<file path="config.mk">
export PLATFORM = sky130hd
export DESIGN_NAME = prog_sequencer
export DESIGN_NICKNAME = d
export VERILOG_FILES = /design/src/rtl/seq_pkg.sv /design/src/rtl/btn_debounce.sv /design/src/rtl/prog_sequencer.sv
export SDC_FILE = /design/constraint.sdc
export NUM_CORES = 1
export LEC_CHECK = 0
export ABC_AREA = 1
export BUFFER_PORTS_ARGS = -buffer_cell sky130_fd_sc_hd__buf_2
export CAP_MARGIN = 10
export CORE_ASPECT_RATIO = 0.6
export CORE_MARGIN = 10
export CORE_UTILIZATION = 50
export CTS_CLUSTER_DIAMETER = 60
export DETAILED_ROUTE_END_ITERATION = 12
export PLACE_DENSITY = 0.7
export SLEW_MARGIN = 30
export SYNTH_ARGS = -nofsm -noshare
export SYNTH_HDL_FRONTEND = slang
export SYNTH_HIERARCHICAL = 1
export SYNTH_SLANG_ARGS = --single-unit
</file>
<file path="constraint.sdc">
create_clock -name CLK_50 -period 1.8 [get_ports CLK_50]
set_clock_uncertainty 0.2 [all_clocks]
set_input_delay 0.18 -clock CLK_50 [delete_from_list [all_inputs] [get_ports CLK_50]]
set_output_delay 0.18 -clock CLK_50 [all_outputs]
set_load 0.05 [all_outputs]
</file>
<file path="src/rtl/seq_pkg.sv">
// Shared types and constants for the program sequencer: FSM state encoding,
// the HALT sentinel word and the instruction field layout.
package seq_pkg;

  typedef enum logic [1:0] {
    S_IDLE,
    S_FETCH,
    S_ISSUE,
    S_HALTED
  } state_t;

  localparam logic [16:0] HALT_WORD = 17'h1FFFF;

  localparam int OP_MSB = 16;
  localparam int OP_LSB = 15;
  localparam int OPND_W = 15;

endpackage

</file>
<file path="src/rtl/btn_debounce.sv">
// Pushbutton conditioner: 2-FF synchronizer, level debounce over DEB_CYCLES
// consecutive stable cycles, and a one-cycle pulse on the debounced rising edge.
module btn_debounce #(
  parameter int DEB_CYCLES = 500000
) (
  input  logic clk,
  input  logic rst_n,
  input  logic btn,
  output logic pulse
);

  localparam int CNT_W = (DEB_CYCLES > 1) ? $clog2(DEB_CYCLES) : 1;
  localparam logic [CNT_W-1:0] CNT_TERM = CNT_W'(DEB_CYCLES - 1);

  logic [1:0]       sync;
  logic             level;
  logic [CNT_W-1:0] cnt;

  // NOTE: sequential state uses non-blocking assignments so every register
  // samples pre-edge values, independent of statement order.
  always_ff @(posedge clk or negedge rst_n) begin
    if (!rst_n) begin
      sync  <= '0;
      level <= 1'b0;
      cnt   <= '0;
      pulse <= 1'b0;
    end else begin
      sync  <= {sync[0], btn};
      pulse <= 1'b0;
      if (sync[1] == level) begin
        cnt <= '0;
      end else if (cnt == CNT_TERM) begin
        // Differing for DEB_CYCLES consecutive cycles: accept the new level.
        cnt   <= '0;
        level <= sync[1];
        pulse <= sync[1];
      end else begin
        cnt <= cnt + CNT_W'(1);
      end
    end
  end

endmodule

</file>
<file path="src/rtl/prog_sequencer.sv">
// Program sequencer: slow tick or debounced single-step triggers a ROM fetch,
// and the word is issued to the BCD adder stage over a valid/ready handshake.
module prog_sequencer
  import seq_pkg::*;
#(
  parameter int CLK_HZ     = 50000000,
  parameter int TICK_HZ    = 1,
  parameter int DEB_CYCLES = 500000,
  parameter int ADDR_W     = 4,
  parameter int LAST_ADDR  = 15,
  parameter int WRAP       = 1
) (
  input  logic              CLK_50,
  input  logic              rst_n,
  input  logic              run_sw,
  input  logic              step_btn,
  input  logic              clr,
  output logic [ADDR_W-1:0] rom_addr,
  input  logic [16:0]       rom_data,
  output logic [1:0]        instr_op,
  output logic [OPND_W-1:0] instr_operand,
  output logic              instr_valid,
  input  logic              instr_ready,
  output logic [ADDR_W-1:0] pc,
  output logic              halted,
  output logic              overrun,
  output logic              tick
);

  localparam int DIV  = CLK_HZ / TICK_HZ;
  localparam int PS_W = (DIV > 1) ? $clog2(DIV) : 1;
  localparam logic [PS_W-1:0]   PS_TERM = PS_W'(DIV - 1);
  localparam logic [ADDR_W-1:0] LAST    = ADDR_W'(LAST_ADDR);

  logic [PS_W-1:0] ps_cnt;
  logic [1:0]      run_sync;
  logic            step_pulse;
  logic            trigger;
  state_t          state;

  always_ff @(posedge CLK_50 or negedge rst_n) begin
    if (!rst_n) begin
      ps_cnt <= '0;
      tick   <= 1'b0;
    end else if (ps_cnt == PS_TERM) begin
      ps_cnt <= '0;
      tick   <= 1'b1;
    end else begin
      ps_cnt <= ps_cnt + PS_W'(1);
      tick   <= 1'b0;
    end
  end

  always_ff @(posedge CLK_50 or negedge rst_n) begin
    if (!rst_n) run_sync <= '0;
    else        run_sync <= {run_sync[0], run_sw};
  end

  btn_debounce #(
    .DEB_CYCLES(DEB_CYCLES)
  ) u_step_deb (
    .clk  (CLK_50),
    .rst_n(rst_n),
    .btn  (step_btn),
    .pulse(step_pulse)
  );

  assign trigger = run_sync[1] ? tick : step_pulse;

  always_ff @(posedge CLK_50 or negedge rst_n) begin
    if (!rst_n) begin
      state         <= S_IDLE;
      pc            <= '0;
      rom_addr      <= '0;
      instr_op      <= '0;
      instr_operand <= '0;
      instr_valid   <= 1'b0;
      halted        <= 1'b0;
      overrun       <= 1'b0;
    end else begin
      // Triggers are never queued; a busy sequencer only records the loss.
      if (trigger && (state == S_FETCH || state == S_ISSUE)) overrun <= 1'b1;

      if (clr) begin
        pc          <= '0;
        instr_valid <= 1'b0;
        halted      <= 1'b0;
        state       <= S_IDLE;
      end else begin
        case (state)
          S_IDLE: begin
            if (trigger) begin
              rom_addr <= pc;
              state    <= S_FETCH;
            end
          end
          S_FETCH: begin
            if (rom_data == HALT_WORD) begin
              halted <= 1'b1;
              state  <= S_HALTED;
            end else begin
              instr_op      <= rom_data[OP_MSB:OP_LSB];
              instr_operand <= rom_data[OPND_W-1:0];
              instr_valid   <= 1'b1;
              state         <= S_ISSUE;
            end
          end
          S_ISSUE: begin
            if (instr_ready) begin
              instr_valid <= 1'b0;
              if (pc == LAST) begin
                if (WRAP != 0) begin
                  pc    <= '0;
                  state <= S_IDLE;
                end else begin
                  halted <= 1'b1;
                  state  <= S_HALTED;
                end
              end else begin
                pc    <= pc + ADDR_W'(1);
                state <= S_IDLE;
              end
            end
          end
          S_HALTED: ;
          default: state <= S_IDLE;
        endcase
      end
    end
  end

endmodule

</file>
### Yosys cells after proc, flatten, opt, wreduce, memory -nomap -nowiden

Cells that the tools add are included.

| cells by class | value |
|---|---|
| add/subtract/negate cells | 3 |
| multipliers | 0 |
| divide/modulo/power cells | 0 |
| order comparisons | 0 |
| eq/ne operators | 10 |
| shifts and indexed selects | 0 |
| multiplexer cells | 23 |
| bitwise gates (word level) | 3 |
| reduce and logical (&&, ||, !) cells | 16 |

Operators by type and width:

| operator | count |
|---|---|
| $mux W19 | 2 |
| $add A26 B1 Y26 const B | 1 |
| $eq A26 B26 Y1 const B | 1 |
| $mux W26 | 1 |
| $add A19 B1 Y19 const B | 1 |
| $eq A19 B19 Y1 const B | 1 |
| $eq A17 B17 Y1 const B | 1 |
| $mux W4 | 4 |
| $reduce_and A3 Y1 | 4 |
| $mux W1 | 11 |
| $ne A3 B3 Y1 const B | 3 |
| $reduce_bool A2 Y1 | 4 |
| $mux W2 | 3 |
| $pmux W2 S3 | 1 |
| $reduce_and A2 Y1 | 3 |
| $add A4 B1 Y4 const B | 1 |
| $eq A4 B4 Y1 const B | 1 |
| $reduce_bool A4 Y1 | 1 |
| $not A1 Y1 | 3 |
| $reduce_bool A3 Y1 | 1 |
| $eq A2 B1 Y1 const B | 1 |
| $eq A2 B2 Y1 const B | 1 |
| $logic_not A2 Y1 | 1 |
| $pmux W1 S2 | 1 |
| other kinds (3) | 3 |

| storage, ports and cells | value |
|---|---|
| register bits | 82 |
| bits in latches | 0 |
| RAM bits | 0 |
| bits in read-only memories | 0 |
| logic and storage cells | 70 |
| memories kept | 0 |

### Longest topological paths before layout

Gate-level depths: netlist of the first run.

| logic depth | value |
|---|---|
| depth after elaboration | 5 |
| mapped depth | 11 |

### Cells and area by module

The synthesis of the first run kept the hierarchy.

By module, submodules not included:

| module | times used | cells each | area each (µm²) | seq. area each (µm²) |
|---|---|---|---|---|
| prog_sequencer | 1 | 386 | 3001.6 | 1476.4 |
| btn_debounce | 1 | 149 | 1223.7 | 575.6 |

### Least setup slack after synthesis of the first run

No wires, ideal clock.

| timing | value |
|---|---|
| kind | reg2reg |
| start point | reg tick |
| end point | reg rom_addr[2] |
| data arrival time | 1274 ps |
| required time | 1475 ps |
| slack | 201 ps |
| cell stages (with the launch flop) | 5 |
| buffers on the path | 0 |
| period minus slack after synthesis | 1599 ps |
| path through | dfrtp_1 nand2_1 o21ai_0 nand2_1 mux2_2 |

| between the ends | value |
|---|---|
| cells in the longest elaborated chain, start to end | 2 |

RTL lines:

| item | RTL line | text |
|---|---|---|
| start: declaration | prog_sequencer.sv:27 | `output logic tick` |
| start signal: assignment | prog_sequencer.sv:44 | `tick <= 1'b0;` |
| start signal: assignment | prog_sequencer.sv:47 | `tick <= 1'b1;` |
| start signal: assignment | prog_sequencer.sv:50 | `tick <= 1'b0;` |
| $mux W1 | prog_sequencer.sv:68 | `assign trigger = run_sync[1] ? tick : step_pulse;` |
| $reduce_and A3 Y1 (no line) | - |  |
| end signal: assignment | prog_sequencer.sv:93 | `rom_addr <= pc;` |
| end: declaration | prog_sequencer.sv:18 | `output logic [ADDR_W-1:0] rom_addr,` |

No other way between the ends.
A chain may end at the register's enable or synchronous reset.

### Final worst setup path of the first run

| timing | value |
|---|---|
| start point | reg ps_cnt[0] |
| end point | reg ps_cnt[22] |

| between the ends | value |
|---|---|
| cells in the longest elaborated chain, start to end | 2 |
| elaborated cells between the ends (all ways) | 3 |

RTL lines:

| item | RTL line | text |
|---|---|---|
| start: declaration | prog_sequencer.sv:35 | `logic [PS_W-1:0] ps_cnt;` |
| start signal: assignment | prog_sequencer.sv:49 | `ps_cnt <= ps_cnt + PS_W'(1);` |
| $add A26 B1 Y26 or $eq A26 B26 Y1 (tied branches) | prog_sequencer.sv:49, prog_sequencer.sv:45 |  |
| $mux W26 (*) | prog_sequencer.sv:45 | `end else if (ps_cnt == PS_TERM) begin` |

Mark *: on every way between the ends. The rest lies on a longest branch, timed or not.

==> impl_metrics.json, run 1 <==
{
  "worstHoldStart": "instr_ready",
  "cts_made_buffers": 9,
  "grt_remaining_overflow": 0,
  "area_growth_syn_to_layout_pct": 23.7,
  "fin_setup_tns_ns": 0,
  "vdd_drop_max_mv": 0.543,
  "startpoint_type": "register",
  "rr_endpoint": "ps_cnt[22]",
  "hp-class": "in2reg",
  "io_buffers": 51,
  "avgSynthCellArea_sq_um": 7.90,
  "fin_crit_sh_pct": 95.3,
  "p_leak_nw": 2.57,
  "finalHoldViolations": 0,
  "holdPathStages": 4,
  "ant_nets": 0,
  "clockBufferDepth": 2,
  "htreeDepth": 3,
  "drv_cap": 0,
  "dr.pass1.iters": 5,
  "grt_max_degree": 83,
  "status": "completed",
  "fill_cells": 629,
  "grt_usage_pct": 16.3,
  "setup_viol": 0,
  "drive_gt1_share_pct": 19.3,
  "die_h_um": 91.2,
  "synth_top_cell_by_area": "dfrtp_1",
  "place.gp.congestion": 0.922,
  "synthCells": 535,
  "r2r_start": "ps_cnt[0]",
  "yosys.area.top_type_share_pct": 48.6,
  "path_max_fanout": 4,
  "floorplan.initialDensity_pct": 52.6,
  "final_common_cell": "nand2_1",
  "die_area_sq_mm": 0.0126,
  "most-common-layout-cells": "nand2_1 (158), nor2_1 (95), dfrtp_1 (82), inv_1 (52), buf_2 (50)",
  "ys_warn_count": 6,
  "ys_types": 33,
  "wirelength_um": 10100,
  "rows": 25,
  "vias_per_cell": 5.05,
  "diodes": 0,
  "drv_slew": 0,
  "ys_seq_area_share_pct": 48.6,
  "holdPathEnd": "pc[2]",
  "drc": 0,
  "powerDensity_mw_per_mm2": 1110,
  "die_x_um": 139,
  "grt_pass1_vias": 3450,
  "cts_tree": "done",
  "clock-sinks": 82,
  "final_core_util_pct": 65.0,
  "core_sq_mm": 0.00804,
  "max-slew-margin-rel_pct": 71.6,
  "final_nets": 650,
  "fin_crit_ns": 1.72,
  "cp.required_ns": 1.82,
  "syn_area_sq_mm": 0.00423,
  "dp_hpwl_um": 7400,
  "clock.fmax_mhz": 583,
  "grt_pass1_wl_um": 17300,
  "synth-seq-cells": 82,
  "cp_data_arrival_time_ns": 1.74,
  "worst-setup-path-type": "reg2reg",
  "vias": 3709,
  "reg2regPathDepth": 10,
  "cts_root_buffer": "clkbuf_16",
  "ys_top_cells_by_area": "dfrtp_1 (49%), nand2_1 (14%), nor2_1 (8.7%)",
  "cp-end-kind": "register",
  "worst-r2r-setup-slack_ns": 0.08,
  "drt_iter0_markers": 321,
  "io_pins": 52,
  "tightest_slew_ns": 0.426,
  "syn-num-nets": 564,
  "wire_per_inst_um": 13.8,
  "antenna_found_initial": 0,
  "clock_latency_ns": 0.33,
  "clk_pin_slew_worst_paths_ns": 0.06
}
## synth_stat cells
master and n:
a21o_1 1, nand3_4 1, buf_4 1, xor2_1 15
o21ai_0 12, nand3b_1 2, nor2_4 6, nor3b_2 3
nand2_2 9, xnor2_1 5, inv_2 5, dfrtp_1 82
buf_6 1, inv_1 53, nor3b_1 1, nor2_2 9
o21ai_1 3, nand3_2 2, ha_1 6, nand2_1 158
nor3_1 7, o21a_1 2, nand4_2 1, nand4_1 8
mux2_2 1, inv_4 1, nor2_1 98, nor3_2 1
nand2_4 1, nand3_1 28, a21oi_1 10, xor2_2 1
o21bai_1 1
## final cells by class
type,instances,area (sq um),area share (%)
clock buffers,12,267,5.10
flip-flops and latches,82,2050,39.3
well taps,108,135,2.58
clock inverters,4,48.8,0.933
inverters,59,226,4.33
repair buffers,77,515,9.86
multi-input cells,392,1980,37.9
## registers in the layout, summed over array words and instances (netlist names)
register	flops
state	2
u_step_deb/level	1
ps_cnt	26
u_step_deb/pulse	1
run_sync	2
instr_operand	15
instr_valid	1
overrun	1
pc	4
halted	1
u_step_deb/sync	2
u_step_deb/cnt	19
instr_op	2
rom_addr	4
tick	1
## report_power, final
group | internal, W | switching [W]
combinational | 0.000404 | 0.00129
sequential | 0.00209 | 0.000145
clock | 0.00118 | 0.000701
total | 0.00368 | 0.00214
## through the flow
| stage | worst slack (ns) | cells | instance area (sq um) | power, W | hold slack [ns] |
|---|---|---|---|---|---|
| 3_5_place_dp | 0.0110 | 696 | 4640 | 0.00392 | 0.0438 |
| 5_1_grt | -0.0145 | 734 | 5230 | 0.00612 | 0.0890 |
| 4_1_cts | 0.00494 | 732 | 5160 | 0.00585 | 0.0328 |
| 6_report | 0.0840 | 734 | 5230 | 0.00581 | 0.0475 |
| 2_1_floorplan | 0.201 | 535 | 4230 | 0.00348 | -0.316 |
| 3_3_place_gp | 0.123 | 696 | 4640 | 0.00389 | 0.0415 |
## worst max-delay path, cell delays in order, from the launching register on
cell     delay [ns]
dfrtp_1        0.41
ha_4           0.16
nand2_1        0.10
inv_2          0.10
nand2_4        0.08
inv_4          0.09
nand2_1        0.08
nor2_2         0.14
nand3_1        0.10
nor2_1         0.10
nor2_1         0.05
## worst max path at each step
stage / start / endpoint / slack (ns) / cells after the start
after floorplan: tick / rom_addr[2] / 0.20 / 4
final: ps_cnt[0] / ps_cnt[22] / 0.08 / 10
after global routing: ps_cnt[6] / ps_cnt[5] / -0.01 / 7
after global placement: ps_cnt[0] / ps_cnt[24] / 0.12 / 6
after CTS: ps_cnt[0] / ps_cnt[24] / 0.005 / 6
after detailed placement: ps_cnt[0] / ps_cnt[24] / 0.01 / 6
## layer usage
layer  vias up  GRT usage [%]  share of wire (%)
met5         -              0                  0
met2       154           21.5                 38
met4         0           4.50                1.4
met3        13           4.47                8.7
li1       1844              -                  -
met1      1698           24.8                 52
## timing repair
item / in CTS / in global routing
resized for setup: 0 / 14
endpoints found under the hold margin: 101 / 0
hold buffers: 20 / 0
setup endpoints to repair: 0 / 16
buffers inserted: 0 / 2
## cell families (layout without fill, tap and decap cells)
logic type      count (synthesis)  after routing  synth area share (%)
xor+xnor                       21             21                  4.53
flops                          82             82                  48.6
mux                             1              1                 0.266
fa+ha+maj                       6              6                  1.78
simple gates                  335            335                  35.4
compound gates                 29             29                  3.67
buf+inv                        61            152                  5.74
No activity file was read; power rests on OpenSTA's default activity.
==> run 2: changes to the inputs <==
RECOVER_POWER = 50   (was unset)
==> run 2 against run 1 <==
Against the previous run:
- hold slack worse by 0.0011 ns
- via count is 0.38% lower
- cell count stayed put
- wire length is 0.14% higher
- global-route usage stayed put
- sequential power hardly changed
- total power hardly changed
- non-clock buffer count stayed put
- highest routed layer unchanged
==> impl_metrics.json, run 2 (synthesized netlist as in run 1, its figures left out) <==
{
  "top_regs": "ps_cnt: 26 flops, u_step_deb/cnt: 19 flops, instr_operand: 15 flops",
  "path_buf_inv": 2,
  "most-common-layout-cells": "nand2_1 (158), nor2_1 (95), dfrtp_1 (82), inv_1 (52), buf_2 (49)",
  "critical-path-top-delay-family": "simple AND/OR/NAND/NOR gates",
  "grt_usage_pct": 16.3,
  "wire_per_inst_um": 13.8,
  "reg2regPathDepth": 10,
  "io_pins": 52,
  "worst-setup-path-type": "reg2reg",
  "drive_gt1_share_pct": 19.2,
  "setup_viol": 0,
  "finalHoldViolations": 0,
  "htreeDepth": 3,
  "rows": 25,
  "dpl_worst_slack_ns": 0.0110,
  "netSwitchingFraction_pct": 36.8,
  "final_nets": 650,
  "critPathSlowestCell": "dfrtp_1",
  "seq_power_share_pct": 38.5,
  "antenna_found_initial": 0,
  "r2r_start": "ps_cnt[0]",
  "largest_reg_flops": 26,
  "final_common_cell": "nand2_1",
  "fill_cells": 632,
  "clock-sinks": 82,
  "drt_iter0_markers": 352,
  "holdPathStages": 4,
  "comb_power_share_pct": 29.1,
  "setup_ws_ns": 0.0835,
  "critical_path.max_stage_delay_ns": 0.41,
  "wirelength_um": 10100,
  "p_clk_share_pct": 32.5,
  "fin_crit_sh_pct": 95.4,
  "drc": 0,
  "cp_data_arrival_time_ns": 1.74,
  "tightest_slew_ns": 1.01,
  "grt_max_degree": 83,
  "max-slew-margin-rel_pct": 32.6,
  "rr_endpoint": "ps_cnt[22]",
  "cp.required_ns": 1.83,
  "clock_latency_ns": 0.33,
  "vias": 3695,
  "diodes": 0,
  "worst-r2r-setup-slack_ns": 0.08,
  "clock.fmax_mhz": 583,
  "ant_nets": 0,
  "path_max_fanout": 4,
  "cp_cell_sequence": "ha_4 > nand2_1 > inv_2 > nand2_4 > inv_4 > nand2_1 > nor2_2 > nand3_1 > nor2_1 > nor2_1",
  "power_switching_w": 0.00214,
  "clockBufferDepth": 2,
  "cts_root_buffer": "clkbuf_16",
  "final_core_util_pct": 64.9,
  "startpoint_type": "register",
  "internal_power_w": 0.00367,
  "io_buffers": 51,
  "floorplan.initialDensity_pct": 52.6,
  "status": "completed",
  "area_growth_syn_to_layout_pct": 23.4,
  "hp-class": "in2reg",
  "placed_area_sq_mm": 0.00464,
  "drv_cap": 0,
  "grt_remaining_overflow": 0,
  "grt_pass1_vias": 3450,
  "drv_slew": 0,
  "dr.pass1.iters": 5,
  "holdPathEnd": "pc[2]",
  "vdd_drop_max_mv": 0.544,
  "grt_pass1_wl_um": 17300,
  "place.gp.congestion": 0.922,
  "core_sq_mm": 0.00804,
  "worstHoldStart": "instr_ready",
  "cp-end-kind": "register",
  "dp_hpwl_um": 7400,
  "powerDensity_mw_per_mm2": 1110,
  "fin_crit_ns": 1.72,
  "hold_slack_ns": 0.0464,
  "die_h_um": 91.2,
  "largest-register": "ps_cnt",
  "clk_pin_slew_worst_paths_ns": 0.06,
  "fin_area_sq_mm": 0.00521,
  "cts_made_buffers": 9,
  "die_x_um": 139,
  "die_area_sq_mm": 0.0126,
  "cts_tree": "done",
  "vias_per_cell": 5.03,
  "p_leak_nw": 2.56
}
[run 2: cell count changes in the layout (fill, tap and decap cells not counted)]
cell | previous run | this run
clkbuf_4 | 0 | 1
buf_2 | 50 | 49
buf_12 | 1 | 0
clkbuf_1 | 0 | 1
[run 2: worst max-delay path by stage]
stage,start,end,slack (ns),cells after the start
final,ps_cnt[0],ps_cnt[22],0.08,10
after global routing,ps_cnt[6],ps_cnt[5],-0.01,7
after CTS,ps_cnt[0],ps_cnt[24],0.005,6
after detailed placement,ps_cnt[0],ps_cnt[24],0.01,6
after global placement,ps_cnt[0],ps_cnt[24],0.12,6
after floorplan,tick,rom_addr[2],0.20,4
[run 2: layout make-up]
cell class,count,area [sq um],area share (%)
Clock buffer,12,267,5.11
Timing Repair Buffer,77,502,9.62
Inverter,59,226,4.34
Tap cell,108,135,2.59
Multi-Input combinational cell,392,1980,38.0
Sequential cell,82,2050,39.4
Clock inverter,4,48.8,0.936
[run 2: power by group through the flow]
stage	logic, W	clock network (W)	registers, W
finish	0.00169	0.00189	0.00224
global route	0.00184	0.00201	0.00227
CTS	0.00170	0.00193	0.00223
detailed placement	0.00166	0	0.00226
global placement	0.00164	0	0.00225
floorplan	0.000486	0	0.00299
[run 2: metrics by stage]
| stage | total power (W) | setup TNS [ns] | cells |
|---|---|---|---|
| 2_1_floorplan | 0.00348 | 0 | 535 |
| 3_3_place_gp | 0.00389 | 0 | 696 |
| 3_5_place_dp | 0.00392 | 0 | 696 |
| 4_1_cts | 0.00585 | 0 | 732 |
| 5_1_grt | 0.00611 | -0.0462 | 734 |
| 6_report | 0.00581 | 0 | 734 |
[run 2: repair_timing]
action,in CTS,in global routing
buffers inserted,0,2
setup endpoints to repair,0,16
hold endpoints to repair,101,0
hold buffers,20,0
resized for setup,0,14
[run 2: worst reg2reg max path, delay by kind of cell (launching register included)]
kind,cells,cell delay (ns)
flip-flops,1,0.41
AND/OR/NAND/NOR,7,0.65
adder cells (fa/ha/maj),1,0.16
buffers and inverters,2,0.19
[run 2: metal layers]
metal / GRT usage (%) / vias up / wire, um
met2: 21.5 / 138 / 3900
met4: 4.50 / 0 / 136
li1: - / 1842 / -
met3: 4.47 / 13 / 791
met1: 24.8 / 1702 / 5310
met5: 0 / - / 0
